**src/rtl/nasti_request_queue.sv**
```systemverilog
// NASTI read/write address request queue feeding the DDR3 command generator.
// Optional same-cycle bypass of an empty queue: define NASTI_REQUEST_QUEUE_BYPASS_EN.
module nasti_request_queue #(
  parameter int unsigned DEPTH = 8,
  parameter int unsigned ID_W  = 4
) (
  input  logic            core_clk,
  input  logic            core_rst,
  input  logic            ar_valid,
  output logic            ar_ready,
  input  logic [31:0]     ar_addr,
  input  logic [ID_W-1:0] ar_id,
  input  logic [7:0]      ar_len,
  input  logic            aw_valid,
  output logic            aw_ready,
  input  logic [31:0]     aw_addr,
  input  logic [ID_W-1:0] aw_id,
  input  logic [7:0]      aw_len,
  output logic            rq_valid,
  input  logic            rq_ready,
  output logic            rq_write,
  output logic [2:0]      rq_bank,
  output logic [13:0]     rq_row,
  output logic [9:0]      rq_col,
  output logic [ID_W-1:0] rq_id,
  output logic [7:0]      rq_len,
  output logic            r_empty
);

  localparam int unsigned PW = $clog2(DEPTH);
  localparam int unsigned CW = PW + 1;

  typedef enum logic {GRANT_READ, GRANT_WRITE} grant_t;

  typedef struct packed {
    logic            write;
    logic [2:0]      bank;
    logic [13:0]     row;
    logic [9:0]      col;
    logic [ID_W-1:0] id;
    logic [7:0]      len;
  } entry_t;

  entry_t          mem [DEPTH];
  logic [CW-1:0]   rd_ptr, wr_ptr, count;
  grant_t          last_grant;

  logic            full, empty, grant_r, grant_w, push, pop, store, consume;
  logic [31:0]     in_addr;
  entry_t          in_entry, head, out_entry;

  // Address bits outside the DDR3 map are deliberately ignored.
  logic unused_addr_bits;
  assign unused_addr_bits = ^{ar_addr[31:30], ar_addr[2:0], aw_addr[31:30], aw_addr[2:0]};

  function automatic logic [CW-1:0] next_ptr(input logic [CW-1:0] p);
    return (p == CW'(DEPTH - 1)) ? '0 : p + 1'b1;
  endfunction

  assign full  = (count == CW'(DEPTH));
  assign empty = (count == '0);

  // Ties go to whichever channel did not win the last accepted transfer.
  always_comb begin
    grant_r = 1'b0;
    grant_w = 1'b0;
    if (!core_rst && !full) begin
      grant_r = ar_valid && (!aw_valid || last_grant == GRANT_WRITE);
      grant_w = aw_valid && (!ar_valid || last_grant == GRANT_READ);
    end
  end

  assign ar_ready = grant_r;
  assign aw_ready = grant_w;
  assign push     = grant_r || grant_w;

  always_comb begin
    in_addr        = grant_w ? aw_addr : ar_addr;
    in_entry       = '0;
    in_entry.write = grant_w;
    in_entry.bank  = in_addr[15:13];
    in_entry.row   = in_addr[29:16];
    in_entry.col   = in_addr[12:3];
    in_entry.id    = grant_w ? aw_id : ar_id;
    in_entry.len   = grant_w ? aw_len : ar_len;
  end

  assign head = mem[rd_ptr[PW-1:0]];

`ifdef NASTI_REQUEST_QUEUE_BYPASS_EN
  // An entry accepted into an empty queue is presented immediately and only
  // stored if the command generator does not take it in the same cycle.
  assign out_entry = (empty && push) ? in_entry : head;
  assign rq_valid  = !empty || push;
  assign consume   = empty && push && rq_ready;
`else
  assign out_entry = head;
  assign rq_valid  = !empty;
  assign consume   = 1'b0;
`endif

  assign pop     = rq_ready && !empty;
  assign store   = push && !consume;
  assign r_empty = empty;

  assign rq_write = out_entry.write;
  assign rq_bank  = out_entry.bank;
  assign rq_row   = out_entry.row;
  assign rq_col   = out_entry.col;
  assign rq_id    = out_entry.id;
  assign rq_len   = out_entry.len;

  always_ff @(posedge core_clk) begin
    if (store) mem[wr_ptr[PW-1:0]] <= in_entry;
  end

  always_ff @(posedge core_clk) begin
    if (core_rst) begin
      rd_ptr     <= '0;
      wr_ptr     <= '0;
      count      <= '0;
      last_grant <= GRANT_WRITE;
    end else begin
      if (store) wr_ptr <= next_ptr(wr_ptr);
      if (pop)   rd_ptr <= next_ptr(rd_ptr);
      if (store && !pop)      count <= count + 1'b1;
      else if (pop && !store) count <= count - 1'b1;
      if (push) last_grant <= grant_w ? GRANT_WRITE : GRANT_READ;
    end
  end

endmodule

```
**config.mk**
```make
export PLATFORM = sky130hd
export DESIGN_NAME = nasti_request_queue
export DESIGN_NICKNAME = d
export VERILOG_FILES = /design/src/rtl/nasti_request_queue.sv
export SDC_FILE = /design/constraint.sdc
export NUM_CORES = 1
export LEC_CHECK = 0
export CAP_MARGIN = 25
export CORE_MARGIN = 4
export CORE_UTILIZATION = 45
export DETAILED_ROUTE_END_ITERATION = 10
export DONT_BUFFER_PORTS = 1
export PLACE_DENSITY = 0.62
export SKIP_LAST_GASP = 1
export SLEW_MARGIN = 15
export SYNTH_ARGS = -nofsm -noshare
export SYNTH_HDL_FRONTEND = slang
export SYNTH_SLANG_ARGS = --single-unit
```
**constraint.sdc**
```tcl
create_clock -name core_clk -period 15.79 [get_ports core_clk]
set_clock_uncertainty 0.1 [all_clocks]
set_input_delay 4.737 -clock core_clk [delete_from_list [all_inputs] [get_ports core_clk]]
set_output_delay 4.737 -clock core_clk [all_outputs]
set_load 0.02 [all_outputs]
```
Yosys cells after proc, flatten, opt, wreduce, memory -nomap -nowiden
Memories as Yosys holds them, arrays and structs flattened. A register that Yosys moved wholly into a read port is not among the register bits.
Index checks and enable logic that the tools add are counted.
{ "word_totals": {"ff_bits": 13, "output_inout_bits": 44, "memories": 1, "romBits": 0, "inputBits": 93, "wordCells": 45, "ramBits": 320, "latch_bits": 0} }
{ "mem_list": {"columns": ["memory", "depth", "width", "rd", "rd_clocked_by_memory_dff", "wr", "line_no", "rtl"], "rows": [
  ["mem", 8, 40, 1, 1, 1, "44", "entry_t mem [DEPTH];"]
]} }
{ "classes": {"n_mux": 14, "div": 0, "n_eq_ne": 3, "order_cmp": 0, "add_sub_neg": 4, "bitwise_logic": 1, "multipliers": 0, "n_reduce_logical": 18, "shift": 0} }
{ "ops": {"columns": ["operator", "count"], "rows": [
  ["$mux W30", 1],
  ["$mux W4", 5],
  ["$add A4 B1 Y4 const B", 3],
  ["$eq A4 B3 Y1 const B", 2],
  ["$mux W8", 1],
  ["$logic_not A1 Y1", 7],
  ["$logic_and A1 B1 Y1", 6],
  ["$mux W3", 2],
  ["$mux W1", 5],
  ["$eq A4 B4 Y1 const B", 1],
  ["$logic_not A4 Y1", 1],
  ["$sub A4 B1 Y4 const B", 1],
  ["$logic_or A1 B1 Y1", 3],
  ["$reduce_bool A2 Y1", 1],
  ["$not A1 Y1", 1]
]} }

Logic depth before layout (Yosys ltp)
{ "depth": {"depth_word": 9, "depth_mapped": 10, "mapped_depth_nobuf": 10} }

Worst setup path after synthesis
OpenSTA, ideal clock, no wires.
{ "synth_timing": {"kind": "input-to-output", "startpoint": "input port core_rst", "endpoint": "output port aw_ready", "n_path_buf": 3, "arrival_ns": 5.530, "required_time_ns": 10.953, "slack_ns": 5.423, "stages": 5, "path_cell_list": "clkbuf_1 > a21oi_1 > and3_1 > buf_2 > buf_6"} }
{ "synth_via": {"elab_chain_cells": 3} }
{ "synth_rtl": {"columns": ["item", "line_no", "rtl"], "rows": [
  ["start, declared", "8", "input logic core_rst,"],
  ["$logic_not A1 Y1", "67", "if (!core_rst && !full) begin"],
  ["$logic_and A1 B1 Y1", "67", null],
  ["$mux W1", "67", null],
  ["end, declared", "15", "output logic aw_ready,"]
]} }
No other way between the ends.

Worst setup path after layout
Same ends and word-level chain as after synthesis.

==> summary.txt <==
Outcome
  • Outcome: completed

Final layout
  • Signed area change from the synthesized netlist to the final layout: 11.4%
  • Final-stage net count: between 700 and 800
  • Post-route design area: ~15,000 sq um
  • Share of final-layout standard cells stronger than drive strength 1: between 30% and 40%
  • Number of inserted diodes: 0

GRT
  • Global-route congestion overflow total: 0
  • Number of global-route vias before repair: ~6,400
  • Number of antenna violations at the first check in global routing: 0
  • Maximum number of pins on one net before global-route repair: a little under 50
  • First-pass GRT wire length: 38,200 um
  • Overall Global Routing Usage: 15.3%

Floorplanning
  • Top-level port count: about 140
  • Height of the die: 181 um
  • Starting Density: a little under half
  • Core footprint: around 30,000 sq um
  • Die Outline Area: around 33,000 sq um
  • Placement row count: 63
  • Overall die width: approximately 180 um

Setup path
  • Worst path slowest cell: sky130_fd_sc_hd__and3_4
  • Class of the most critical setup path: in -> out
  • Delay contributed by the slowest stage of the critical path: roughly 860 ps
  • Source of the worst register-to-register timing path: count[0]$_SDFFE_PP0P_
  • Crit path max-delay family: simple AND/OR/NAND/NOR gates
  • Worst reg2reg path depth: 5
  • Total number of cells along the worst setup path: 2
  • FF-to-FF End: mem[6][11]$_DFFE_PP_
  • Required time of the critical path: ~11,000 ps
  • CP max FO: 48
  • Buf/Inv on CP: 0
  • Slack of the worst reg-to-reg path: between 10,000 and 15,000 ps
  • Crit path from: core_rst
  • Data arrival at the endpoint of the critical path: around 5800 ps
  • Ordered cell list for the critical path: a21oi_1 -> and3_4
  • Startpoint type of the worst setup path: input pin
  • Worst setup path endpoint: aw_ready
  • Crit path capture type: primary output

Routing
  • Total wire length after detailed routing: approximately 25,000 um
  • Count of antenna-violating nets left after detailed routing: 0
  • Detailed Route Iter0 Violations: ~350
  • Post-DR wirelength/cell: 24.3 um
  • Number of detailed-route iterations in the first pass: 4
  • Routed vias/inst: between 5 and 6
  • Via count: between 5,000 and 6,000
  • Remaining DRCs: 0

Clocking
  • Worst-case clock buffer depth: 3
  • Clock tree from TritonCTS: built
  • CTS clk-pin slew, worst paths: roughly 50 ps
  • Setup Buffers After CTS: 0
  • Total of cells resized after clock tree synthesis: 0
  • Hold buffer count at CTS: 0
  • H-Tree Level Count: 2
  • Sinks on Clock Net: ~340
  • Clock buffer count from CTS: 36
  • Root cell of the clock tree: sky130_fd_sc_hd__clkbuf_16
  • Clock latency at the later pin of the worst-skew pair: between 400 and 500 ps

STA
  • F_max: 94.4 MHz
  • Setup violation total in the final timing report: 0
  • Final Hold Vio Count: 0
  • Min Tclk post-route: 10,600 ps
  • Worst rel slew slack: 34.9%
  • Final sum of negative setup slack: 0 ps
  • Number of max-slew violations in the final report: 0
  • RSZ-0062 raised after global routing: false
  • Share of the cycle needed by the critical path after routing: approximately 67%
  • Tightest Pin Transition: roughly 980 ps

Placement
  • Total cell area at the placement stage: between 10,000 and 15,000 sq um
  • Half-perimeter wire length of the detailed placement result: between 10,000 and 15,000 um
  • Weighted congestion reported at the end of routability-driven placement: between 0.7 and 0.8
  • Port buffer count: 0

Synthesis
  • Post-synthesis sequential area ratio: between 70 and 80%
  • Gate count of the mapped netlist: just over 600
  • Per-instance average area after synthesis: 22.2 sq um
  • Post-synthesis cell type count: 34
  • Syn nets: between 700 and 800
  • Synth Warn #: 0
  • Post-Synthesis Cell Area: ~13,000 sq um
  • #FFs+latches synth: between 300 and 400

Pwr
  • Maximum vdd ir drop: 0.0000829 V
  • Static Leak: between 4 and 5 nW
  • Power density cells: around 150 nW/um^2

Run
  • Number of max-cap violations: 0

Hold path
  • WHS Path Cells: 2
  • HP Class: reg -> reg
[metrics by stage]
stage,utilization (%),std cells,power (W),setup slack (ps),hold WS [ps]
global placement,47.1,975,0.00156,5190,361
global route,50.7,1036,0.00241,5110,446
CTS,50.7,1036,0.00234,5120,430
finish,50.7,1036,0.00230,5190,426
detailed placement,47.1,976,0.00158,5150,422
floorplan,-,607,0.00148,5420,362
[state kept, by name, indices dropped and copies added (netlist names), named ones only]
name and count:
mem 320, count 4, rd_ptr 4, wr_ptr 4, last_grant 1
[synth_stat cells]
cell type                     n  area share, %
sky130_fd_sc_hd__edfxtp_1   320             71
sky130_fd_sc_hd__mux4_2      80             13
sky130_fd_sc_hd__mux2_2      41            3.4
sky130_fd_sc_hd__mux2_4      39            4.3
sky130_fd_sc_hd__clkbuf_1    20           0.56
sky130_fd_sc_hd__nor2_1      19           0.53
sky130_fd_sc_hd__dfxtp_1     16            2.4
sky130_fd_sc_hd__buf_2        9           0.33
sky130_fd_sc_hd__a21oi_1      6           0.22
sky130_fd_sc_hd__inv_1        6           0.17
sky130_fd_sc_hd__ha_1         5           0.46
sky130_fd_sc_hd__mux2i_1      5           0.37
sky130_fd_sc_hd__buf_6        4           0.33
sky130_fd_sc_hd__a211oi_1     3           0.17
sky130_fd_sc_hd__nand2_1      3          0.084
sky130_fd_sc_hd__nand3_1      3           0.11
sky130_fd_sc_hd__nor3b_1      3           0.17
sky130_fd_sc_hd__xnor2_1      3           0.20
sky130_fd_sc_hd__a31oi_1      2          0.093
sky130_fd_sc_hd__and3_1       2          0.093
sky130_fd_sc_hd__and3b_1      2           0.13
sky130_fd_sc_hd__nor3_1       2          0.074
sky130_fd_sc_hd__o21ai_0      2          0.074
sky130_fd_sc_hd__or4_1        2           0.11
sky130_fd_sc_hd__a21o_1       1          0.056
sky130_fd_sc_hd__a2bb2oi_1    1          0.065
sky130_fd_sc_hd__a311oi_1     1          0.065
sky130_fd_sc_hd__fa_1         1           0.15
sky130_fd_sc_hd__nand3b_1     1          0.056
sky130_fd_sc_hd__nor2b_1      1          0.047
sky130_fd_sc_hd__nor3_4       1           0.12
sky130_fd_sc_hd__nor4_1       1          0.047
sky130_fd_sc_hd__o41ai_2      1           0.12
sky130_fd_sc_hd__xor2_1       1          0.065
[cell type report]
type / count / area (sq um)
clock buffer: 49 / 981
tap: 390 / 488
sequential: 336 / 9940
fill: 2336 / 14600
multi-input combinational: 232 / 3390
inverter: 6 / 22.5
timing repair buffer: 12 / 103
clock inverter: 11 / 77.6
[layer usage]
metal  wire length (um)  vias to the layer above  track usage, %
li1                   -                     2557               -
met1              10600                     3129            20.3
met2              12900                      150            26.4
met3               1340                       18            3.26
met4                302                        0            3.63
met5                  0                        -               0
[worst register-to-register path, delay by kind of cell (launching register included)]
family,cells,cell delay [ps]
AO/OA/AOI/OAI,1,340
AND/OR/NAND/NOR,3,990
buffers and inverters,1,670
flip-flops,1,520
[worst min-delay path by stage]
stage | slack (ps) | startpoint | endpoint
CTS | 430 | last_grant$_SDFFE_PP1P_ | last_grant$_SDFFE_PP1P_
global placement | 360 | rd_ptr[3]$_SDFFE_PP0P_ | rd_ptr[3]$_SDFFE_PP0P_
finish | 430 | last_grant$_SDFFE_PP1P_ | last_grant$_SDFFE_PP1P_
detailed placement | 420 | last_grant$_SDFFE_PP1P_ | last_grant$_SDFFE_PP1P_
floorplan | 360 | rd_ptr[3]$_SDFFE_PP0P_ | rd_ptr[3]$_SDFFE_PP0P_
global route | 450 | last_grant$_SDFFE_PP1P_ | last_grant$_SDFFE_PP1P_
[cells in the final DEF (no fill, tap or decap), types with 2 or more instances in the layout]
| master | instances |
|---|---|
| sky130_fd_sc_hd__a211oi_1 | 3 |
| sky130_fd_sc_hd__a21oi_1 | 6 |
| sky130_fd_sc_hd__a31oi_1 | 2 |
| sky130_fd_sc_hd__and3b_2 | 2 |
| sky130_fd_sc_hd__buf_4 | 11 |
| sky130_fd_sc_hd__clkbuf_1 | 11 |
| sky130_fd_sc_hd__clkbuf_16 | 37 |
| sky130_fd_sc_hd__clkinv_1 | 5 |
| sky130_fd_sc_hd__clkinv_2 | 4 |
| sky130_fd_sc_hd__dfxtp_1 | 13 |
| sky130_fd_sc_hd__dfxtp_4 | 2 |
| sky130_fd_sc_hd__edfxtp_1 | 320 |
| sky130_fd_sc_hd__ha_1 | 5 |
| sky130_fd_sc_hd__inv_1 | 6 |
| sky130_fd_sc_hd__mux2_2 | 41 |
| sky130_fd_sc_hd__mux2_4 | 39 |
| sky130_fd_sc_hd__mux2i_1 | 5 |
| sky130_fd_sc_hd__mux4_2 | 80 |
| sky130_fd_sc_hd__nand2_1 | 3 |
| sky130_fd_sc_hd__nand3_1 | 3 |
| sky130_fd_sc_hd__nor2_1 | 18 |
| sky130_fd_sc_hd__nor3b_2 | 3 |
| sky130_fd_sc_hd__o21ai_0 | 2 |
| sky130_fd_sc_hd__or4_1 | 2 |
| sky130_fd_sc_hd__xnor2_1 | 3 |
[cells by family after synthesis]
family / count (synthesis) / share of synthesized area, %
compound gates: 17 / 0.864
xor+xnor: 4 / 0.260
fa+ha+maj: 6 / 0.613
buf+inv: 39 / 1.39
flops: 336 / 73.8
mux: 165 / 21.5
simple gates: 40 / 1.57
[report_power, final]
part | internal (W) | switching, W | leakage [nW] | total, W
registers | 0.00105 | 0.0000459 | 3.03 | 0.00110
clock network | 0.000449 | 0.000304 | 0.518 | 0.000753
logic | 0.000205 | 0.000240 | 1.14 | 0.000445
Power figures use the tool's default switching activity.
==> RTL change (config.mk and constraints unchanged) <==
`DEPTH`: 8 -> 16.
--- a/src/rtl/nasti_request_queue.sv
+++ b/src/rtl/nasti_request_queue.sv
@@ -1,7 +1,7 @@
 // NASTI read/write address request queue feeding the DDR3 command generator.
 // Optional same-cycle bypass of an empty queue: define NASTI_REQUEST_QUEUE_BYPASS_EN.
 module nasti_request_queue #(
-  parameter int unsigned DEPTH = 8,
+  parameter int unsigned DEPTH = 16,
   parameter int unsigned ID_W  = 4
 ) (
   input  logic            core_clk,
Check against the original RTL: same outputs for any inputs over 4 cycles, from zero or initial values and one cycle with core_rst high; that may be too few to reach the edited logic, so the function may still have changed.
==> RTL change against the original RTL <==
  * Power up 91%
  * Area after synthesis increased by 90%
  * Via count up 100%
  * Worst setup slack improved by 250 ps
  * Sequential cell count rose by 324
  * Sequential power is 88% higher
  * Worst hold slack lost 63 ps
  * Design area up 92%
  * Non-clock buffer count increased by 19
  * Wire length up 110%
  * Largest power group unchanged
==> RTL change: results (changes against the original RTL) <==
Status
  – Status: complete, no violations

Timing
  – Fmax: 96.6 MHz (+2.4%)
  – Relative slew slack: 32.2% (-2.6 points)
  – Worst hold slack: 363 ps (-63.0 ps)

Placement
  – DP Worst Slack: 5440 ps (+288 ps)
  – DP Wirelength: 25600 um (+91%)
  – Routability congestion estimate: 0.695 (-3.8%)
  – Inst Count DP: 1876 (+92%)
  – Cell Area, Placed: 26600 um^2 (+91%)

Yosys
  – Dominant cells by area after synthesis: edfxtp_1 75%, mux4_2 14%, a22oi_1 2.4%
  – Sequential element share of the synthesized area: 76.8% (+3.1 points)
  – Commonest cells in the netlist: 640 x edfxtp_1, 160 x mux4_2, 80 x a22oi_1
  – Number of synthesized flops with an enable pin: 640 (+100%)
  – Synth cell types: 43 (+26%)
  – Syn Inst Count: 1154 (+90%)

Finish
  – Max reg flops: 640 (+100%)
  – Proportion of layout cells with a drive suffix above 1: 28.1% (-7.5 points)
  – Non-filler cells, final: 2000 (+93%)

GRT
  – Largest net degree at the start of global routing: 161 (+230%)
  – First-pass GRT wire length: 78500 um (+110%)
  – Initial antenna violation count: 0 (unchanged)
  – GRT Total Usage: 17.7% (+2.3 points)

Hold path
  – Hold path start: rd_ptr[4]
  – Hold path depth: 1 (-1)
  – Worst hold path endpoint: rd_ptr[4]
  – HP Class: reg -> reg

Critical path
  – Crit path capture: ar_ready
  – WP data arrival: 5510 ps (-250 ps)
  – FF-to-FF End: mem[6][26]
  – Crit path from: aw_valid
  – Slowest stage delay, CP: 680 ps (-180 ps)
  – Reg2Reg Depth: 6 (+1)
  – Crit-path slowest cell: a211oi_1

Drt
  – Total vias in the final route: 11.7k (+100%)
  – DRT Wirelength: 53000 um (+110%)
  – Drt pass-1 iters: 5 (+1)
  – 1st-iter DRT viols: 1059 (+200%)

Clock tree
  – Clock latency on the worst-skew pair: 590 ps (+100 ps)
  – TritonCTS Buffers: 68 (+89%)
  – H-tree depth: 3 (+1)

Power and ir drop
  – Clock group: 0.00150 W (+99%)
  – Logic pwr share: 18.6% (-0.8 points)
  – Max IR drop VDD: 0.0787 mV (-5.0%)
  – Switch share: 26.0% (+0.30 points)
## RTL change: logic make-up (layout without fill, tap and decap cells)
family	count (synthesis)	count (layout)	synth area share (%)
XOR/XNOR	6	6	0.206
adder cells (fa/ha/maj)	10	10	0.519
flip-flops	660	660	76.8
buffers and inverters	73	163	1.28
multiplexers	202	202	16.5
AND/OR/NAND/NOR	102	102	1.70
AO/OA/AOI/OAI	101	101	2.97
## RTL change: final cells by class
| cell class | count | area [um^2] |
|---|---|---|
| clock buffer | 86 | 1810 |
| timing repair buffer | 31 | 305 |
| inverter | 10 | 37.5 |
| tap | 756 | 946 |
| clock inverter | 36 | 269 |
| sequential | 660 | 19600 |
| multi-input combinational | 421 | 5730 |
| fill | 4412 | 27600 |
## RTL change: routing by layer
layer	wire length, um	vias to the layer above	GRT usage, %
li1	-	4943	-
met1	23400	6330	26.0
met2	25400	356	27.8
met3	3410	57	3.01
met4	851	0	4.52
met5	0	-	0
